**config.mk**
```make
export PLATFORM = sky130hd
export DESIGN_NAME = sequenciador_soma_flat
export DESIGN_NICKNAME = d
export VERILOG_FILES = /design/src/rtl/sequenciador_soma_pkg.sv /design/src/rtl/sequenciador_soma_if.sv /design/src/rtl/sequenciador_soma.sv /design/src/flat_wrapper.sv
export SDC_FILE = /design/constraint.sdc
export NUM_CORES = 1
export LEC_CHECK = 0
export ABC_AREA = 1
export CAP_MARGIN = 20
export CORE_MARGIN = 2
export CORE_UTILIZATION = 37
export DETAILED_ROUTE_END_ITERATION = 10
export DONT_BUFFER_PORTS = 1
export PLACE_DENSITY = 0.59
export SETUP_SLACK_MARGIN = 0.15
export SYNTH_ARGS = -nofsm -noshare
export SYNTH_HDL_FRONTEND = slang
export SYNTH_SLANG_ARGS = --single-unit
export TNS_END_PERCENT = 100
```
**constraint.sdc**
```tcl
create_clock -name clk -period 1.6 [get_ports clk]
set_clock_uncertainty 0.1 [all_clocks]
set_input_delay 0.08 -clock clk [delete_from_list [all_inputs] [get_ports clk]]
set_output_delay 0.08 -clock clk [all_outputs]
set_load 0.05 [all_outputs]
```
**src/rtl/sequenciador_soma_pkg.sv**
```systemverilog
`default_nettype none
// +---------------------------------------------------------------------+
// | sequenciador_soma_pkg                                               |
// | Shared types and constants for the multi-nibble addition sequencer. |
// | Revision: 1.0                                                       |
// +---------------------------------------------------------------------+
package sequenciador_soma_pkg;

  localparam int c_nib_w       = 4;
  localparam int c_max_nib_min = 1;
  localparam int c_max_nib_max = 15;

  typedef enum logic [0:0] {
    OCIOSO = 1'b0,
    MEIO   = 1'b1
  } seq_state_t;

  function automatic int clamp_max_nib(input int max_nib);
    if (max_nib < c_max_nib_min) return c_max_nib_min;
    if (max_nib > c_max_nib_max) return c_max_nib_max;
    return max_nib;
  endfunction

  // Counter only needs to reach max_nib-1; keep at least one bit.
  function automatic int cnt_width(input int max_nib);
    return (max_nib > 1) ? $clog2(max_nib) : 1;
  endfunction

endpackage
`default_nettype wire

```
**src/rtl/sequenciador_soma_if.sv**
```systemverilog
`default_nettype none
// +---------------------------------------------------------------------+
// | sequenciador_soma_if                                                |
// | Operand stream, adder hookup and result stream of the sequencer.    |
// | in_sub exists only when SEQ_SUB_EN is defined.                      |
// | Revision: 1.0                                                       |
// +---------------------------------------------------------------------+
interface sequenciador_soma_if;
  import sequenciador_soma_pkg::*;

  logic               in_valid;
  logic               in_ready;
  logic [c_nib_w-1:0] in_a;
  logic [c_nib_w-1:0] in_b;
  logic               in_last;
`ifdef SEQ_SUB_EN
  logic               in_sub;
`endif
  logic [c_nib_w-1:0] add_a;
  logic [c_nib_w-1:0] add_b;
  logic               add_cin;
  logic [c_nib_w-1:0] add_s;
  logic               add_cout;
  logic               out_valid;
  logic               out_ready;
  logic [c_nib_w-1:0] out_s;
  logic               out_last;
  logic               out_cout;
  logic               out_zero;
  logic               out_ovf;
  logic               out_trunc;

  modport slave (
`ifdef SEQ_SUB_EN
    input  in_sub,
`endif
    input  in_valid, in_a, in_b, in_last, add_s, add_cout, out_ready,
    output in_ready, add_a, add_b, add_cin,
    output out_valid, out_s, out_last, out_cout, out_zero, out_ovf, out_trunc
  );

  modport master (
`ifdef SEQ_SUB_EN
    output in_sub,
`endif
    output in_valid, in_a, in_b, in_last, add_s, add_cout, out_ready,
    input  in_ready, add_a, add_b, add_cin,
    input  out_valid, out_s, out_last, out_cout, out_zero, out_ovf, out_trunc
  );

endinterface
`default_nettype wire

```
**src/rtl/sequenciador_soma.sv**
```systemverilog
`default_nettype none
// +---------------------------------------------------------------------+
// | sequenciador_soma                                                   |
// | Chains an external 4-bit adder over LSB-first nibbles and emits     |
// | registered result nibbles with word flags. SEQ_SUB_EN adds in_sub.  |
// | Revision: 1.0                                                       |
// +---------------------------------------------------------------------+
module sequenciador_soma
  import sequenciador_soma_pkg::*;
#(
  parameter int MAX_NIB = 4
) (
  input  logic                clk,
  input  logic                rst_n,
  sequenciador_soma_if.slave  bus
);

  localparam int                 c_max_nib  = clamp_max_nib(MAX_NIB);
  localparam int                 c_cnt_w    = cnt_width(c_max_nib);
  localparam logic [c_cnt_w-1:0] c_last_cnt = c_cnt_w'(c_max_nib - 1);

  seq_state_t         r_state;
  seq_state_t         w_next_state;
  logic               r_carry;
  logic [c_cnt_w-1:0] r_cnt;
  logic               r_zero;
  logic               r_out_valid;
  logic [c_nib_w-1:0] r_out_s;
  logic               r_out_last;
  logic               r_out_cout;
  logic               r_out_zero;
  logic               r_out_ovf;
  logic               r_out_trunc;
  logic               w_accept;
  logic               w_end;
  logic               w_sub;
  logic               w_zero_acc;
  logic               w_ovf;

`ifdef SEQ_SUB_EN
  logic r_sub;
  // Mode is taken from the first nibble and held for the rest of the word.
  assign w_sub = (r_state == OCIOSO) ? bus.in_sub : r_sub;

  always_ff @(posedge clk or negedge rst_n) begin
    if (!rst_n)        r_sub <= 1'b0;
    else if (w_accept) r_sub <= w_sub;
  end
`else
  assign w_sub = 1'b0;
`endif

  assign bus.in_ready = !r_out_valid || bus.out_ready;
  assign w_accept     = bus.in_valid && bus.in_ready;
  assign bus.add_a    = bus.in_a;
  assign bus.add_b    = w_sub ? ~bus.in_b : bus.in_b;
  assign bus.add_cin  = (r_state == OCIOSO) ? w_sub : r_carry;
  assign w_end        = bus.in_last || (r_cnt == c_last_cnt);
  assign w_zero_acc   = r_zero && (bus.add_s == '0);
  // Carry out of the MSB xor carry into the MSB.
  assign w_ovf        = bus.add_cout ^ (bus.add_s[c_nib_w-1] ^ bus.add_a[c_nib_w-1]
                                        ^ bus.add_b[c_nib_w-1]);

  always_ff @(posedge clk or negedge rst_n) begin
    if (!rst_n) r_state <= OCIOSO;
    else        r_state <= w_next_state;
  end

  always_comb begin
    w_next_state = r_state;
    if (w_accept) w_next_state = w_end ? OCIOSO : MEIO;
  end

  always_ff @(posedge clk or negedge rst_n) begin
    if (!rst_n) begin
      r_carry     <= 1'b0;
      r_cnt       <= '0;
      r_zero      <= 1'b1;
      r_out_valid <= 1'b0;
      r_out_s     <= '0;
      r_out_last  <= 1'b0;
      r_out_cout  <= 1'b0;
      r_out_zero  <= 1'b0;
      r_out_ovf   <= 1'b0;
      r_out_trunc <= 1'b0;
    end else begin
      if (w_accept) begin
        r_out_valid <= 1'b1;
        r_out_s     <= bus.add_s;
        r_out_last  <= w_end;
        r_out_cout  <= w_end && bus.add_cout;
        r_out_zero  <= w_end && w_zero_acc;
        r_out_ovf   <= w_end && w_ovf;
        r_out_trunc <= w_end && !bus.in_last;
        r_carry     <= bus.add_cout;
        r_cnt       <= w_end ? '0 : r_cnt + 1'b1;
        r_zero      <= w_end ? 1'b1 : w_zero_acc;
      end else if (bus.out_ready) begin
        r_out_valid <= 1'b0;
      end
    end
  end

  assign bus.out_valid = r_out_valid;
  assign bus.out_s     = r_out_s;
  assign bus.out_last  = r_out_last;
  assign bus.out_cout  = r_out_cout;
  assign bus.out_zero  = r_out_zero;
  assign bus.out_ovf   = r_out_ovf;
  assign bus.out_trunc = r_out_trunc;

endmodule
`default_nettype wire

```
**src/flat_wrapper.sv**
```systemverilog
// flat-port wrapper written by rule: the top's interface ports become plain ports
module sequenciador_soma_flat import sequenciador_soma_pkg::*;
#(
  parameter int MAX_NIB = 4
)
  (clk, rst_n, bus_in_valid, bus_in_a, bus_in_b, bus_in_last, bus_add_s, bus_add_cout, bus_out_ready, bus_in_ready, bus_add_a, bus_add_b, bus_add_cin, bus_out_valid, bus_out_s, bus_out_last, bus_out_cout, bus_out_zero, bus_out_ovf, bus_out_trunc);
  sequenciador_soma_if bus_i ();
  input  logic clk;
  input  logic rst_n;
  input wire logic [$bits(bus_i.in_valid)-1:0] bus_in_valid;
  input wire logic [$bits(bus_i.in_a)-1:0] bus_in_a;
  input wire logic [$bits(bus_i.in_b)-1:0] bus_in_b;
  input wire logic [$bits(bus_i.in_last)-1:0] bus_in_last;
  input wire logic [$bits(bus_i.add_s)-1:0] bus_add_s;
  input wire logic [$bits(bus_i.add_cout)-1:0] bus_add_cout;
  input wire logic [$bits(bus_i.out_ready)-1:0] bus_out_ready;
  output wire logic [$bits(bus_i.in_ready)-1:0] bus_in_ready;
  output wire logic [$bits(bus_i.add_a)-1:0] bus_add_a;
  output wire logic [$bits(bus_i.add_b)-1:0] bus_add_b;
  output wire logic [$bits(bus_i.add_cin)-1:0] bus_add_cin;
  output wire logic [$bits(bus_i.out_valid)-1:0] bus_out_valid;
  output wire logic [$bits(bus_i.out_s)-1:0] bus_out_s;
  output wire logic [$bits(bus_i.out_last)-1:0] bus_out_last;
  output wire logic [$bits(bus_i.out_cout)-1:0] bus_out_cout;
  output wire logic [$bits(bus_i.out_zero)-1:0] bus_out_zero;
  output wire logic [$bits(bus_i.out_ovf)-1:0] bus_out_ovf;
  output wire logic [$bits(bus_i.out_trunc)-1:0] bus_out_trunc;
  assign bus_i.in_valid = bus_in_valid;
  assign bus_i.in_a = bus_in_a;
  assign bus_i.in_b = bus_in_b;
  assign bus_i.in_last = bus_in_last;
  assign bus_i.add_s = bus_add_s;
  assign bus_i.add_cout = bus_add_cout;
  assign bus_i.out_ready = bus_out_ready;
  assign bus_in_ready = bus_i.in_ready;
  assign bus_add_a = bus_i.add_a;
  assign bus_add_b = bus_i.add_b;
  assign bus_add_cin = bus_i.add_cin;
  assign bus_out_valid = bus_i.out_valid;
  assign bus_out_s = bus_i.out_s;
  assign bus_out_last = bus_i.out_last;
  assign bus_out_cout = bus_i.out_cout;
  assign bus_out_zero = bus_i.out_zero;
  assign bus_out_ovf = bus_i.out_ovf;
  assign bus_out_trunc = bus_i.out_trunc;
  sequenciador_soma #(.MAX_NIB(MAX_NIB)) u_core (.clk(clk), .rst_n(rst_n), .bus(bus_i));
endmodule
```
# [After elaboration in Yosys (flattened, before gate mapping)]
# Index checks and enable logic that the tools add are counted.
[word_totals] reg_bits=15 in_bits=18 ram_bits=0 mem_bits_ro=0 output_inout_bits=20 mem_count=0 wordCells=34 latchBits=0
[op_classes] order_cmp=0 n_mux=6 mul=0 eq_ne=1 div=0 shift=0 addsub=1 bitwise_logic=3 reduce_logical=12
[ops] op="logical AND 1 bit" count=6
[ops] op="2-to-1 mux 1 bit" count=5
[ops] op="logical NOT 4 bit" count=1
[ops] op="bitwise XOR 1 bit" count=3
[ops] op="adder 2 x 1 -> 2 bit, second input constant" count=1
[ops] op="== test 2 bit, second input constant" count=1
[ops] op="logical NOT 1 bit" count=2
[ops] op="logical OR 1 bit" count=2
[ops] op="2-to-1 mux 2 bit" count=1
[ops] op="nonzero test 2 bit" count=1

# [Logic depth before layout (Yosys ltp)]
[logic_depth] word_depth=4 ltp_mapped=7 mapped_depth_nobuf=7

# [Worst setup path before layout]
# OpenSTA, ideal clock, no wires.
[synth_timing] path_type="flip-flop to flip-flop" from="register u_core.r_out_valid (netlist: u_core.bus.out_valid)" to="register u_core.r_out_last (netlist: u_core.bus.out_last)" path_slack_ns=0.155 required_time_ns=1.434 arrival_ns=1.279 synth_period_minus_slack_ns=1.445 setup_time_ns=0.066 n_path_buf=1 path_stages_with_launch=6 cell_sequence="dfrtp_1 nand2_4 nand2_8 buf_6 nand2_1 nand2_1"
[synth_via] elab_chain_cells=3
[synth_rtl] element="from (decl)" line="sequenciador_soma.sv:27" source="logic r_out_valid;"
[synth_rtl] element="from (signal assigned)" line="sequenciador_soma.sv:79" source="r_out_valid <= 1'b0;"
[synth_rtl] element="from (signal assigned)" line="sequenciador_soma.sv:88" source="r_out_valid <= 1'b1;"
[synth_rtl] element="from (signal assigned)" line="sequenciador_soma.sv:99" source="r_out_valid <= 1'b0;"
[synth_rtl] element="logical NOT 1 bit" line="sequenciador_soma.sv:53" source="assign bus.in_ready = !r_out_valid || bus.out_ready;"
[synth_rtl] element="logical OR 1 bit" line="sequenciador_soma.sv:53"
[synth_rtl] element="net bus_in_ready" line="flat_wrapper.sv:17" source="output wire logic [$bits(bus_i.in_ready)-1:0] bus_in_ready;"
[synth_rtl] element="logical AND 1 bit" line="sequenciador_soma.sv:54" source="assign w_accept = bus.in_valid && bus.in_ready;"
[synth_rtl] element="to (signal assigned)" line="sequenciador_soma.sv:90" source="r_out_last <= w_end;"
[synth_rtl] element="to (decl)" line="sequenciador_soma.sv:29" source="logic r_out_last;"
# The timed path passes the listed nets, and every way through them passes these cells.
# A chain may end at the register's enable or synchronous reset.

# [Worst setup path after layout]
[layout_timing] from="register u_core.r_cnt[0]" to="register u_core.r_cnt[0]"
[layout_via] elab_chain_cells=3 elab_cells_between_ends=4 cone_classes="1 x add/sub; 1 x eq/ne; 1 x mux; 1 x reduce/logical"
[layout_rtl] element="from (decl)" line="sequenciador_soma.sv:25" source="logic [c_cnt_w-1:0] r_cnt;"
[layout_rtl] element="from (signal assigned)" line="sequenciador_soma.sv:96" source="r_cnt <= w_end ? '0 : r_cnt + 1'b1;"
[layout_rtl] element="parallel branches: the longest is 2 deep, another holds adder 2 x 1 -> 2 bit"
[layout_rtl] element="2-to-1 mux 2 bit (*)" line="sequenciador_soma.sv:96"
# Every way passes the cells marked *.

==> out/qor.yml <==
crit_fanout: 3
yosysWarningCount: 0
post-route-min-period_ps: 1330
num_vias: 551
die_h_um: 49.9
setup_viol: 0
hold_path.class: "input pin to register"
grt_setup_unrepaired: "no"
cts_max_level: 1
crit_slowest_cell: "dfrtp_1"
cts_tree: "yes"
antenna_found_initial: 0
dpl.hpwl_um: 1030
wl_per_cell_um: 11.2
hold_violations: 1
synthCells: 89
grt_overflow_total: 0
drc: 0
power.share.clock_pct: 22.3
p_leak_nw: 0.467
rows: 16
die_x_um: 49.9
power_frac_seq_pct: 56.3
ioPinCount: 38
fill_cells: 203
grt_pass1_wl_um: 2320
final_common_cell: "nand2_1"
cpPeakStageDelay_ps: 410
clkSlewWorstSetupHoldPaths_ps: 80
post_drt_via_cell_ratio: 4.48
worstPathCellList: "ha_1, nor2_4, inv_2, nor2_4, inv_2, o21ai_2"
start_util_pct: 39.3
numPortBuffers: 0
holdWs_ps: -26.0
ys_seq_elements: 15
drv_cap: 0
grt_pass1_vias: 568
p_total_uw: 974
ys_top_cells_by_area: "dfrtp_1, nand2_1, buf_4"
fin_setup_tns_ps: 0
seq_area_um2: 377
ys_seq_area_share_pct: 48.3
synth_top_cell_by_area: "dfrtp_1"
syn_nets: 108
vdd_drop_max_v: 0.000401
synth_top_area_share_pct: 44.9
final_cell_mix: "nand2_1, dfrtp_1, dlygate4sd3_1"
ctsResizeCount: 0
tightest_slew_ps: 667
first_iter_violations: 2
start_kind: "register"
required_ps: 1720
multi_input_area_um2: 290
num_antenna_cells: 0
root_buffer: "clkbuf_4"
ys_types: 21
slew_headroom_pct: 55.4
clock_sinks: 15
clock_latency_ps: 290
timing.fmax_mhz: 753
nets: 116
placed_area_um2: 764
violations: "negative hold slack"
drt_wl_total_um: 1380
cts_buffers: 3
areaGrowthSynthToFinish_pct: 13.0
drv_slew: 0
drive_above_1_share_pct: 21.9
p_sw_uw: 371
clockBufferDepth: 2
first_pass_iters: 2
core_area_um2: 1980
crit_type: "register to register"
post-route-period-util_pct: 83.0
crit_arrival_ps: 1440
power.share.switching_pct: 38.1
grt_max_degree: 20
power.density_nw_per_um2: 1110
syn_area_um2: 779
gp_congestion: 0.772
power.internal_uw: 603
status: "finished, violations left"
design_area_um2: 881
avgSynthCellArea_um2: 8.76
pwr-share-comb_pct: 21.4
fp.dieArea_um2: 2490
ant_nets: 0
end_kind: "register"
grt_use_total_pct: 12.6
sequential cells by signal, summed over array words and instances, names as in the netlist:
register,flops
u_core.bus.out_cout,1
u_core.r_carry,1
u_core.bus.out_trunc,1
u_core.bus.out_zero,1
u_core.bus.out_valid,1
u_core.r_zero,1
u_core.r_state,1
u_core.r_cnt,2
u_core.bus.out_s,4
u_core.bus.out_ovf,1
u_core.bus.out_last,1
stage by stage:
stage / util (%) / cells / setup WS, ps / hold WS [ps]
finish: 44.4 / 123 / 272 / -26.0
global route: 44.4 / 123 / 195 / 10.1
global placement: 38.6 / 110 / 337 / -315
detailed placement: 38.6 / 110 / 280 / -315
CTS: 44.9 / 124 / 176 / 0.837
floorplan: - / 89 / 155 / -316
metal layers:
metal / global-route usage [%] / wire length (µm) / vias up
li1: - / - / 277
met1: 12.4 / 562 / 250
met2: 22.0 / 697 / 19
met3: 3.03 / 81 / 5
met4: 10.6 / 38 / 0
met5: 0 / 0 / -
power groups by stage:
stage | Sequential (mW) | Clock, mW | Combinational [mW]
after floorplan | 0.576 | 0 | 0.181
after global placement | 0.555 | 0 | 0.177
after detailed placement | 0.558 | 0 | 0.183
after CTS | 0.550 | 0.222 | 0.216
after global routing | 0.555 | 0.243 | 0.233
final | 0.549 | 0.217 | 0.208
final timing paths:
| kind | end | from | slack, ps | cells past startpoint |
|---|---|---|---|---|
| min in group asynchronous | u_core.bus.out_s[0] | rst_n | 160 | 1 |
| max reg2reg | u_core.r_cnt[0] | u_core.r_cnt[0] | 270 | 6 |
| max | u_core.r_cnt[0] | u_core.r_cnt[0] | 270 | 6 |
| max in group asynchronous | u_core.bus.out_zero | rst_n | 810 | 1 |
| min | u_core.bus.out_ovf | bus_in_a[3] | -30 | 5 |
| min reg2reg | u_core.r_carry | u_core.r_carry | 390 | 2 |
worst max-delay path, delay by kind of cell (launching register included):
kind	cells	cell delay (ps)
compound gates	1	100
fa+ha+maj	1	250
simple gates	2	290
buf+inv	2	110
flops	1	410
logic make-up (layout without fill, tap and decap cells):
group | count (synthesis) | in the layout | synth area share, %
AND/OR/NAND/NOR | 46 | 46 | 28.7
buffers and inverters | 20 | 27 | 14.4
flip-flops | 15 | 15 | 48.3
AO/OA/AOI/OAI | 6 | 6 | 5.78
adder cells (fa/ha/maj) | 1 | 1 | 1.60
XOR/XNOR | 1 | 1 | 1.12
timing repair:
| item | CTS | global route |
|---|---|---|
| hold buffers | 10 | 0 |
| endpoints found under the setup margin | 0 | 1 |
| hold endpoints to repair | 30 | 0 |
| setup buffers | 0 | 0 |
area by class of cell:
class,instances,area share (%)
repair buffers,12,12.8
clock buffers,4,2.98
flip-flops and latches,15,42.8
inverters,11,4.69
multi-input cells,54,33.0
well taps,27,3.84
Yosys cell counts:
| cell type | count |
|---|---|
| a21oi_1 | 1 |
| buf_4 | 8 |
| buf_6 | 1 |
| dfrtp_1 | 14 |
| dfstp_2 | 1 |
| ha_1 | 1 |
| inv_1 | 7 |
| inv_2 | 4 |
| nand2_1 | 35 |
| nand2_2 | 1 |
| nand2_4 | 1 |
| nand2_8 | 1 |
| nand3_1 | 1 |
| nand3b_1 | 1 |
| nand4_1 | 1 |
| nor2_1 | 2 |
| nor2_2 | 1 |
| nor2_4 | 2 |
| o21ai_0 | 1 |
| o21ai_2 | 4 |
| xnor2_1 | 1 |
(Power assumes the default switching activity.)
